==> config.mk <==
export PLATFORM = sky130hd
export DESIGN_NAME = opb_master_bridge
export DESIGN_NICKNAME = d
export VERILOG_FILES = /design/src/rtl/opb_master_bridge.sv
export SDC_FILE = /design/constraint.sdc
export NUM_CORES = 1
export LEC_CHECK = 0
export ABC_AREA = 1
export BUFFER_PORTS_ARGS = -buffer_cell sky130_fd_sc_hd__clkbuf_2
export CAP_MARGIN = 20
export CORE_ASPECT_RATIO = 2
export CORE_MARGIN = 2
export CORE_UTILIZATION = 35
export DETAILED_ROUTE_END_ITERATION = 8
export PLACE_DENSITY = 0.69
export SETUP_SLACK_MARGIN = 0.5
export SKIP_LAST_GASP = 1
export SYNTH_ARGS = -nofsm -noshare
export SYNTH_HDL_FRONTEND = slang
export SYNTH_SLANG_ARGS = --single-unit
==> constraint.sdc <==
create_clock -name OPB_Clk -period 3.75 [get_ports OPB_Clk]
set_input_delay 0.375 -clock OPB_Clk [delete_from_list [all_inputs] [get_ports OPB_Clk]]
set_output_delay 0.375 -clock OPB_Clk [all_outputs]
set_load 0.02 [all_outputs]
==> src/rtl/opb_master_bridge.sv <==
// rtl/opb_master_bridge.sv - single-outstanding OPB master turning valid/ready commands into OPB transfers
// Optional build macro OPB_MASTER_RETRY_EN: reissue after OPB_retry with backoff, up to MAX_RETRIES times.
module opb_master_bridge #(
    parameter int C_OPB_AWIDTH   = 32,
    parameter int C_OPB_DWIDTH   = 32,
    parameter int TIMEOUT_CYCLES = 16,
    parameter int MAX_RETRIES    = 3,
    parameter int RETRY_BACKOFF  = 4
) (
    input  logic                      OPB_Clk,
    input  logic                      OPB_Rst_n,
    input  logic                      req_valid,
    output logic                      req_ready,
    input  logic                      req_rnw,
    input  logic [C_OPB_AWIDTH-1:0]   req_addr,
    input  logic [C_OPB_DWIDTH-1:0]   req_wdata,
    input  logic [C_OPB_DWIDTH/8-1:0] req_be,
    output logic                      rsp_valid,
    output logic [C_OPB_DWIDTH-1:0]   rsp_rdata,
    output logic [1:0]                rsp_status,
    output logic                      M_request,
    input  logic                      OPB_MGrant,
    output logic                      M_select,
    output logic                      M_RNW,
    output logic                      M_seqAddr,
    output logic [C_OPB_DWIDTH/8-1:0] M_BE,
    output logic [C_OPB_AWIDTH-1:0]   M_ABus,
    output logic [C_OPB_DWIDTH-1:0]   M_DBus,
    input  logic [C_OPB_DWIDTH-1:0]   OPB_DBus,
    input  logic                      OPB_xferAck,
    input  logic                      OPB_errAck,
    input  logic                      OPB_retry,
    input  logic                      OPB_toutSup
);
    localparam int BW = C_OPB_DWIDTH / 8;
    localparam int TW = $clog2(TIMEOUT_CYCLES + 1);

    localparam logic [1:0] ST_OK    = 2'b00;
    localparam logic [1:0] ST_ERR   = 2'b01;
    localparam logic [1:0] ST_TOUT  = 2'b10;
    localparam logic [1:0] ST_RETRY = 2'b11;

    typedef enum logic [2:0] {IDLE, REQ, XFER, BACKOFF, RESP} state_t;

    state_t                  state_q;
    logic [TW-1:0]           tout_q;
    logic                    cmd_rnw_q;
    logic [C_OPB_AWIDTH-1:0] cmd_addr_q;
    logic [C_OPB_DWIDTH-1:0] cmd_wdata_q;
    logic [BW-1:0]           cmd_be_q;

    logic                    req_ready_q, rsp_valid_q, m_request_q, m_select_q, m_rnw_q;
    logic [C_OPB_DWIDTH-1:0] rsp_rdata_q, m_dbus_q;
    logic [1:0]              rsp_status_q;
    logic [BW-1:0]           m_be_q;
    logic [C_OPB_AWIDTH-1:0] m_abus_q;

    logic                    xfer_done, go_backoff;
    logic [1:0]              xfer_status;
    logic [C_OPB_DWIDTH-1:0] xfer_rdata;

`ifdef OPB_MASTER_RETRY_EN
    localparam int RW = $clog2(MAX_RETRIES + 2);
    localparam int OW = $clog2(RETRY_BACKOFF + 1);
    logic [RW-1:0] retry_cnt_q;
    logic [OW-1:0] backoff_q;
`else
    logic unused_retry_cfg;
    assign unused_retry_cfg = ^{MAX_RETRIES, RETRY_BACKOFF};
`endif

    // Outcome of the current XFER cycle; only consulted while in XFER, where M_select is high.
    always_comb begin
        xfer_done   = 1'b0;
        go_backoff  = 1'b0;
        xfer_status = ST_OK;
        xfer_rdata  = '0;
        if (OPB_xferAck) begin
            xfer_done = 1'b1;
            if (OPB_errAck)
                xfer_status = ST_ERR;
            else if (cmd_rnw_q)
                xfer_rdata = OPB_DBus;
        end else if (OPB_retry) begin
`ifdef OPB_MASTER_RETRY_EN
            if (retry_cnt_q == RW'(MAX_RETRIES)) begin
                xfer_done   = 1'b1;
                xfer_status = ST_RETRY;
            end else begin
                go_backoff = 1'b1;
            end
`else
            xfer_done   = 1'b1;
            xfer_status = ST_RETRY;
`endif
        end else if (!OPB_toutSup && tout_q == TW'(TIMEOUT_CYCLES - 1)) begin
            xfer_done   = 1'b1;
            xfer_status = ST_TOUT;
        end
    end

    always_ff @(posedge OPB_Clk or negedge OPB_Rst_n) begin
        if (!OPB_Rst_n) begin
            state_q      <= IDLE;
            tout_q       <= '0;
            cmd_rnw_q    <= 1'b0;
            cmd_addr_q   <= '0;
            cmd_wdata_q  <= '0;
            cmd_be_q     <= '0;
            req_ready_q  <= 1'b0;
            rsp_valid_q  <= 1'b0;
            rsp_rdata_q  <= '0;
            rsp_status_q <= ST_OK;
            m_request_q  <= 1'b0;
            m_select_q   <= 1'b0;
            m_rnw_q      <= 1'b0;
            m_be_q       <= '0;
            m_abus_q     <= '0;
            m_dbus_q     <= '0;
`ifdef OPB_MASTER_RETRY_EN
            retry_cnt_q  <= '0;
            backoff_q    <= '0;
`endif
        end else begin
            rsp_valid_q <= 1'b0;
            case (state_q)
                IDLE: begin
                    req_ready_q <= 1'b1;
                    if (req_valid && req_ready_q) begin
                        cmd_rnw_q   <= req_rnw;
                        cmd_addr_q  <= req_addr;
                        cmd_wdata_q <= req_wdata;
                        cmd_be_q    <= req_be;
                        req_ready_q <= 1'b0;
                        m_request_q <= 1'b1;
                        state_q     <= REQ;
`ifdef OPB_MASTER_RETRY_EN
                        retry_cnt_q <= '0;
`endif
                    end
                end
                REQ: begin
                    m_request_q <= 1'b1;
                    if (OPB_MGrant) begin
                        m_select_q <= 1'b1;
                        m_rnw_q    <= cmd_rnw_q;
                        m_abus_q   <= cmd_addr_q;
                        m_be_q     <= cmd_be_q;
                        m_dbus_q   <= cmd_rnw_q ? '0 : cmd_wdata_q;
                        tout_q     <= '0;
                        state_q    <= XFER;
                    end
                end
                XFER: begin
                    if (xfer_done || go_backoff) begin
                        // Bus fields return to zero together with M_select for the OR-bus.
                        m_request_q <= 1'b0;
                        m_select_q  <= 1'b0;
                        m_rnw_q     <= 1'b0;
                        m_abus_q    <= '0;
                        m_be_q      <= '0;
                        m_dbus_q    <= '0;
                        if (xfer_done) begin
                            rsp_valid_q  <= 1'b1;
                            rsp_rdata_q  <= xfer_rdata;
                            rsp_status_q <= xfer_status;
                            state_q      <= RESP;
                        end
`ifdef OPB_MASTER_RETRY_EN
                        else begin
                            backoff_q <= '0;
                            state_q   <= BACKOFF;
                        end
`endif
                    end else if (!OPB_toutSup) begin
                        tout_q <= tout_q + 1'b1;
                    end
                end
`ifdef OPB_MASTER_RETRY_EN
                BACKOFF: begin
                    if (backoff_q == OW'(RETRY_BACKOFF - 1)) begin
                        retry_cnt_q <= retry_cnt_q + 1'b1;
                        m_request_q <= 1'b1;
                        state_q     <= REQ;
                    end else begin
                        backoff_q <= backoff_q + 1'b1;
                    end
                end
`endif
                RESP: begin
                    rsp_rdata_q  <= '0;
                    rsp_status_q <= ST_OK;
                    req_ready_q  <= 1'b1;
                    state_q      <= IDLE;
                end
                default: state_q <= IDLE;
            endcase
        end
    end

    assign req_ready  = req_ready_q;
    assign rsp_valid  = rsp_valid_q;
    assign rsp_rdata  = rsp_rdata_q;
    assign rsp_status = rsp_status_q;
    assign M_request  = m_request_q;
    assign M_select   = m_select_q;
    assign M_RNW      = m_rnw_q;
    assign M_seqAddr  = 1'b0;
    assign M_BE       = m_be_q;
    assign M_ABus     = m_abus_q;
    assign M_DBus     = m_dbus_q;
endmodule
# After elaboration in Yosys (flattened, before gate mapping)
# Cells that the tools add are included.
# op_classes
n_addsub	1
eq_ne	9
mux	42
n_reduce_logical	14
# ops
cell	n
32-bit two-way mux	8
32-bit case mux with 2 select lines	3
5-bit two-way mux	3
1-bit two-way mux	11
2-bit != test, second input constant	5
5-bit case mux with 2 select lines	1
3-bit two-way mux	3
3-bit case mux with 3 select lines	1
3-bit AND reduction	3
2-bit two-way mux	4
4-bit two-way mux	2
4-bit case mux with 2 select lines	1
1-bit case mux with 2 select lines	3
2-bit nonzero test	3
5-bit by 1-bit adder with 5-bit output, second input constant	1
5-bit by 4-bit == test with 1-bit output, second input constant	1
2-bit case mux with 2 select lines	1
2-bit AND reduction	2
4-bit AND reduction	1
3-bit by 1-bit == test with 1-bit output, second input constant	1
3-bit by 2-bit == test with 1-bit output, second input constant	1
3-bit == test, second input constant	1
3-bit logical NOT	1
1-bit case mux with 3 select lines	1
3 further kinds	4
# word_totals
reg_bits	184
output_inout_bits	108

# Depth between registers and ports, before layout
# Gate-level depths: netlist of the first run.
# logic_depth
depth_word	7
mapped_depth	12
depth_no_buf	12

# Worst setup path before layout of the first run
# No wires, ideal clock.
# synth_timing
path_kind	reg2reg
startpoint	register tout_q[0]
endpoint	register rsp_rdata_q[10] (netlist: rsp_rdata[10])
setup_ps	66
arrival_ps	1712
t_required_ps	3684
setup_slack_ps	1972
path_stages_with_launch	12
path_buffers	1
period_less_slack_ps	1778
cell_sequence	dfrtp_1 > ha_1 > nand2_1 > nor2_1 > ha_1 > inv_1 > o21ai_0 > nand2_1 > nand2_2 > buf_2 > nand3_1 > nand2_1
# synth_between
elab_chain_len	7
# synth_rtl
element	line_no	rtl
start, declared	46	logic [TW-1:0] tout_q;
start signal, assigned	176	tout_q <= tout_q + 1'b1;
5-bit by 4-bit == test with 1-bit output	96	end else if (!OPB_toutSup && tout_q == TW'(TIMEOUT_CYCLES - 1)) begin
1-bit logical AND	96	
1-bit two-way mux	96	
1-bit two-way mux	84	end else if (OPB_retry) begin
1-bit two-way mux	78	if (OPB_xferAck) begin
2-bit != test (no source line)	-	
2-bit AND reduction (no source line)	-	
end signal, assigned	165	rsp_rdata_q <= xfer_rdata;
end, declared	53	logic [C_OPB_DWIDTH-1:0] rsp_rdata_q, m_dbus_q;
# No other way between the ends.
# A chain may end at the register's enable or synchronous reset.

# Worst setup path after layout of the first run
# layout_timing
startpoint	register tout_q[0]
endpoint	register m_abus_q[25] (netlist: M_ABus[25])
# layout_between
elab_chain_len	7
# layout_rtl
element	line_no	rtl
5-bit by 4-bit == test with 1-bit output	96	
1-bit logical AND	96	
1-bit two-way mux	96	
1-bit two-way mux	84	
1-bit two-way mux	78	
2-bit != test (no source line)	-	
3-bit AND reduction (no source line)	-	
end signal, assigned	147	m_abus_q <= cmd_addr_q;
end, declared	56	logic [C_OPB_AWIDTH-1:0] m_abus_q;
# No other way between the ends.

==> results.py, run 1 <==
metrics = {
    "global_routing": {
        "overflow": 0,
        "grt_max_degree": 101,
        "grt_usage_pct": 17.9,
        "first_global_vias": 6699,
        "grt_pass1_wl_mm": 32.8,
        "antenna_found_initial": 0,
    },
    "power": {
        "ir_drop_uv": 454,
        "p_leak_nw": 6.04,
        "swShare_pct": 42.0,
        "p_int_mw": 4.91,
        "seq_power_share_pct": 38.1,
        "p_sw_mw": 3.55,
        "comb_power_share_pct": 39.9,
        "p_clk_share_pct": 21.9,
        "power.density_nw_per_um2": 859,
    },
    "sta": {
        "finalHoldWorstSlack_ns": 0.00126,
        "fin_ws_ns": 1.37,
        "fin_skew_ns": 0.0160,
        "hold_viol": 0,
        "fin_crit_sh_pct": 63.5,
        "slew_headroom_pct": 34.2,
        "setup_violations": 0,
        "worst_pin_slew_ns": 0.984,
        "rsz0062_at_grt": "no",
        "min_period_ns": 2.38,
        "setup_tns_ns": 0,
        "max_freq_mhz": 420,
        "drv_slew": 0,
    },
    "cts": {
        "root_buffer": "clkbuf_16",
        "postCtsSetupBuffers": 0,
        "cts_tree": "built",
        "clkLatencyLatePin_ns": 0.44,
        "numCtsBuffers": 17,
        "cts.path.max_buffers": 2,
        "clk_pin_slew_worst_paths_ns": 0.06,
        "htreeDepth": 4,
        "ctsResizeCount": 0,
        "clock-sinks": 184,
        "holdBufCountCts": 0,
    },
    "cells_and_area": {
        "final_core_util_pct": 44.4,
        "fin_nets": 1284,
        "fillers": 2250,
        "seqCellArea_um2": 4600,
        "antenna_cells": 0,
        "synthToLayoutAreaGrowth_pct": 24.3,
        "multiInputGateArea_um2": 2760,
        "stdcell_count": 1462,
        "layout-drive-gt1-share_pct": 22.5,
    },
    "critical_path": {
        "timing.rr.start": "tout_q[0]",
        "path_class": "register to register",
        "path_max_fanout": 46,
        "critPathArrivalTime_ns": 2.75,
        "reg2reg_slack_ns": 1.37,
        "critPathLaunch": "tout_q[0]",
        "worst_setup_path_end_kind": "register",
        "start_kind": "register",
        "worst_r2r_path_depth": 11,
        "required_ns": 4.12,
    },
    "run": {
        "drv_cap": 0,
    },
    "placed_design": {
        "dp_slack_ns": 1.38,
        "hpwl_mm": 14.1,
        "gp_congestion": 0.824,
        "dpl.cell_count": 1429,
        "io_buffers": 215,
    },
    "synthesis": {
        "ys_seq_elements": 184,
        "syn_avg_cell_area_um2": 8.05,
        "synth-seq-area-share_pct": 58.1,
        "synth.area.top_cells": "dfrtp_1 58%, nand2_1 22%, nand3_1 10%, inv_1 3.9%, buf_2 1.5%",
        "synth_edf_count": 0,
        "ys_types": 22,
        "yosysTopAreaCell": "dfrtp_1",
        "synth_common_cells": "457 x nand2_1, 184 x dfrtp_1, 161 x nand3_1, 83 x inv_1, 27 x clkbuf_1",
        "syn_area_um2": 7920,
        "ys_async_sr_fraction_pct": 100,
        "yosysMostFrequentCell": "nand2_1",
        "synth_top_cell_area_share_pct": 58.1,
        "dominantRegCellSynth": "dfrtp_1",
        "synthCells": 984,
        "synth_nets": 1095,
        "yosys_warnings": 0,
    },
    "drt": {
        "vias_per_cell": 4.68,
        "drt_pass1_iterations": 4,
        "drc": 0,
        "ant_nets": 0,
        "first_iter_violations": 315,
        "totalWireLength_mm": 20.9,
        "wl_per_cell_um": 14.3,
        "vias": 6841,
    },
    "floorplan": {
        "start_util_pct": 35.7,
        "fp.dieArea_um2": 23900,
        "coreArea_um2": 22200,
        "rows": 77,
        "fp.dieW_um": 110,
        "ioPinCount": 217,
        "dieHeight_um": 217,
    },
    "outcome": {
        "status": "completed",
    },
    "min_path": {
        "min_path_type": "input pin to asynchronous set/reset pin",
    },
}
==> worst paths after layout <==
path                                  endpoint
min in group OPB_Clk            cmd_addr_q[14]
worst min register to register   cmd_addr_q[9]
max in group asynchronous          cmd_be_q[0]
worst max-delay path                M_ABus[25]
worst max register to register      M_ABus[25]
worst min-delay path                M_DBus[25]
==> per-stage QoR <==
| step | instance area [um2] | power (mW) |
|---|---|---|
| floorplan | 7920 | 5.55 |
| global placement | 9210 | 6.56 |
| detailed placement | 9210 | 6.66 |
| CTS | 9820 | 8.55 |
| global route | 9850 | 9.16 |
| finish | 9850 | 8.46 |
==> power by group through the flow <==
stage	Sequential [mW]	Clock, mW	Combinational (mW)
global route	3.32	1.99	3.85
CTS	3.23	1.91	3.41
floorplan	3.63	0	1.92
detailed placement	3.26	0	3.41
global placement	3.24	0	3.32
finish	3.22	1.86	3.38
==> area by class of cell <==
type	instances	share of cell area, %
tap	276	3.51
clock buffer	20	4.54
clock inverter	12	1.66
inverter	87	3.32
sequential	184	46.8
multi-input combinational	657	28.0
timing repair buffer	226	12.2
==> flip-flops by register name, indices dropped and copies added (netlist names) <==
name	count
tout_q	5
M_request	1
cmd_wdata_q	32
M_BE	4
req_ready	1
M_ABus	32
rsp_status	2
M_DBus	32
cmd_addr_q	32
state_q	3
rsp_rdata	32
M_select	1
cmd_rnw_q	1
M_RNW	1
rsp_valid	1
cmd_be_q	4
==> cell usage in the layout, fill, tap and decap left out, types with 2 or more instances in the layout <==
master      instances
nand2_1           456
clkbuf_2          214
dfrtp_1           184
nand3_1           160
inv_1              83
nor2_1             20
clkbuf_16          17
buf_4               9
inv_2               4
nand4_1             4
o21ai_0             3
inv_6               3
clkinvlp_4          3
bufinv_16           3
nand2_2             2
o31ai_1             2
ha_1                2
clkbuf_1            2
clkbuf_8            2
==> cell families (layout without fill, tap and decap cells) <==
family	after synthesis	after routing	share of synthesized area (%)
AND/OR/NAND/NOR	648	648	33.8
AO/OA/AOI/OAI	6	6	0.442
flip-flops	184	184	58.1
adder cells (fa/ha/maj)	2	2	0.316
buffers and inverters	143	345	7.28
other	1	1	0.0473
==> layer usage <==
metal / part of all wire (%) / GRT usage (%)
met5: 0 / 0
met4: 4.8 / 9.88
met3: 5.2 / 4.16
met2: 52 / 31.8
met1: 38 / 18.8
==> worst max-delay path: stages (launching register included) <==
cell	delay, ns
dfrtp_1	0.41
ha_1	0.19
nand2_1	0.07
nor2_1	0.09
ha_1	0.15
inv_1	0.05
o21ai_0	0.20
nor2_1	0.12
nor2_4	0.50
buf_12	0.32
nand3_1	0.11
nand2_1	0.09
Note: power is estimated with default switching activity, not from simulation.
==> inputs of run 2 (changes only) <==
==> constraint.sdc (replaced) <==
create_clock -name OPB_Clk -period 2.5 [get_ports OPB_Clk]
set_input_delay 0.25 -clock OPB_Clk [delete_from_list [all_inputs] [get_ports OPB_Clk]]
set_output_delay 0.25 -clock OPB_Clk [all_outputs]
set_load 0.02 [all_outputs]
==> run 2 against run 1 <==
  * Sequential cell count did not move
  * Core utilization is 3.4 points higher
  * Sequential power grew 50%
  * Non-clock buffer count increased by 51
  * Largest cell class unchanged
  * Fmax increased by 24%
  * Global-route usage up 1.4 points
==> results.py, run 2 (synthesis results as in run 1) <==
metrics = {
    "min_path": {
        "whs_path_depth": 3,
        "min_path_type": "input pin to register",
    },
    "cts": {
        "cts.path.max_buffers": 2,
        "clk_pin_slew_worst_paths_ns": 0.07,
        "clkLatencyLatePin_ns": 0.44,
        "root_buffer": "clkbuf_16",
        "cts_tree": "built",
        "clock-sinks": 184,
        "numCtsBuffers": 17,
        "htreeDepth": 4,
    },
    "run": {
        "drv_cap": 0,
    },
    "power": {
        "comb_power_share_pct": 43.4,
        "seq_power_share_pct": 35.9,
        "p_clk_share_pct": 20.7,
        "p_leak_nw": 6.38,
        "p_int_mw": 7.71,
        "ir_drop_uv": 601,
        "swShare_pct": 42.7,
        "power.density_nw_per_um2": 1270,
        "p_sw_mw": 5.74,
        "finalPower_mw": 13.5,
    },
    "global_routing": {
        "antenna_found_initial": 0,
        "grt_usage_pct": 19.3,
        "grt_max_degree": 76,
        "overflow": 0,
        "grt_pass1_wl_mm": 35.1,
        "first_global_vias": 7082,
    },
    "placed_design": {
        "io_buffers": 215,
        "gp_congestion": 0.813,
        "hpwl_mm": 14.1,
        "dpl-instance-area_um2": 9260,
    },
    "cells_and_area": {
        "synthToLayoutAreaGrowth_pct": 33.9,
        "antenna_cells": 0,
        "fillers": 2118,
        "stdcell_area_um2": 10600,
        "fin_nets": 1335,
        "final_core_util_pct": 47.9,
        "layout_common_cells": "454 x nand2_1, 214 x clkbuf_2, 184 x dfrtp_1",
        "mostFrequentLayoutCell": "nand2_1",
        "layout-drive-gt1-share_pct": 23.7,
    },
    "sta": {
        "max_freq_mhz": 521,
        "fin_crit_sh_pct": 76.8,
        "setup_tns_ns": 0,
        "worst_pin_slew_ns": 0.664,
        "slew_headroom_pct": 55.7,
        "rsz0062_at_grt": "yes",
        "finalHoldWorstSlack_ns": 0.0143,
        "drv_slew": 0,
        "min_period_ns": 1.92,
        "hold_viol": 0,
        "fin_skew_ns": 0.00762,
        "setup_violations": 0,
    },
    "critical_path": {
        "cpMaxStageDelayCell": "dfrtp_1",
        "crit_cells": 12,
        "start_kind": "register",
        "crit_family": "simple AND/OR/NAND/NOR gates",
        "crit_chain": "ha_2, nand2_2, nor2_2, ha_2, inv_2, o21ai_4, nor2_4, nor2_4, buf_8, clkbuf_16, nand3_1, nand2_1",
        "required_ns": 2.88,
        "critPathMaxStageDelay_ns": 0.38,
        "path_buf_inv": 3,
        "worst_setup_path_end_kind": "register",
        "critPathArrivalTime_ns": 2.30,
        "worst_r2r_path_depth": 12,
        "path_max_fanout": 8,
        "path_class": "register to register",
    },
    "drt": {
        "wl_per_cell_um": 15.8,
        "drc": 0,
        "ant_nets": 0,
        "vias_per_cell": 4.75,
        "drt_pass1_iterations": 4,
        "first_iter_violations": 388,
        "vias": 7181,
        "totalWireLength_mm": 23.9,
    },
    "floorplan": {
        "start_util_pct": 35.7,
        "dieHeight_um": 217,
        "coreArea_um2": 22200,
        "ioPinCount": 217,
        "fp.dieW_um": 110,
        "rows": 77,
        "fp.dieArea_um2": 23900,
    },
    "outcome": {
        "status": "completed",
    },
}
run 2: changes by cell type in the layout (fill, tap and decap cells not counted), sizes merged:
cell / delta
clkbuf: +5
dlygate4sd3: +37
inv: +2
bufinv: -1
buf: +8
run 2: worst min-delay path: stages:
cell and delay, ns:
clkbuf_2 0.08, nand2_1 0.04, nand2_1 0.05
run 2: area by class of cell:
type / instances / area (um2) / share of cell area (%)
Clock buffer: 19 / 453 / 4.27
Timing Repair Buffer: 277 / 1910 / 18.0
Inverter: 87 / 329 / 3.10
Sequential cell: 184 / 4600 / 43.4
Tap cell: 276 / 345 / 3.26
Multi-Input combinational cell: 657 / 2810 / 26.5
Clock inverter: 13 / 158 / 1.49
run 2: worst paths after layout:
| check | start | endpoint | slack, ns |
|---|---|---|---|
| setup / recovery | tout_q[1] | M_DBus[3] | 0.58 |
| hold / removal | req_addr[26] | cmd_addr_q[26] | 0.01 |
| setup reg to reg | tout_q[1] | M_DBus[3] | 0.58 |
| hold reg to reg | cmd_addr_q[20] | cmd_addr_q[20] | 0.47 |
| max in group asynchronous | OPB_Rst_n | M_BE[0] | 1.38 |
| min in group asynchronous | OPB_Rst_n | M_DBus[28] | 0.35 |
run 2: routing by layer:
layer  share of wire (%)  wire length [um]  up-vias  GRT usage (%)
met5                   0                 0        -              0
met4                 3.8               907        0           9.38
met3                 5.4              1300       45           4.64
met2                  53             12600      233           34.4
met1                  38              9090     3380           20.6
li1                    -                 -     3523              -
run 2: power groups by stage:
stage | Sequential (mW) | Clock, mW | Combinational [mW]
2_1_floorplan | 5.45 | 0 | 2.87
3_3_place_gp | 4.86 | 0 | 5.07
3_5_place_dp | 4.87 | 0 | 5.19
4_1_cts | 4.82 | 2.87 | 5.49
5_1_grt | 4.96 | 2.98 | 6.54
6_report | 4.83 | 2.79 | 5.84
run 2: metrics by stage:
step,instances,worst slack (ns)
final,1513,0.579
after global routing,1513,0.462
after CTS,1505,0.511
after detailed placement,1429,0.241
after global placement,1429,0.303
after floorplan,984,0.722
run 2: repair_timing:
action / in CTS / in global routing
hold buffers: 37 / 0
endpoints found under the setup margin: 70 / 106
setup buffers: 4 / 1
endpoints found under the hold margin: 91 / 0
pin swaps: 1 / 9
gates resized for setup: 8 / 21
cloned: 3 / 7
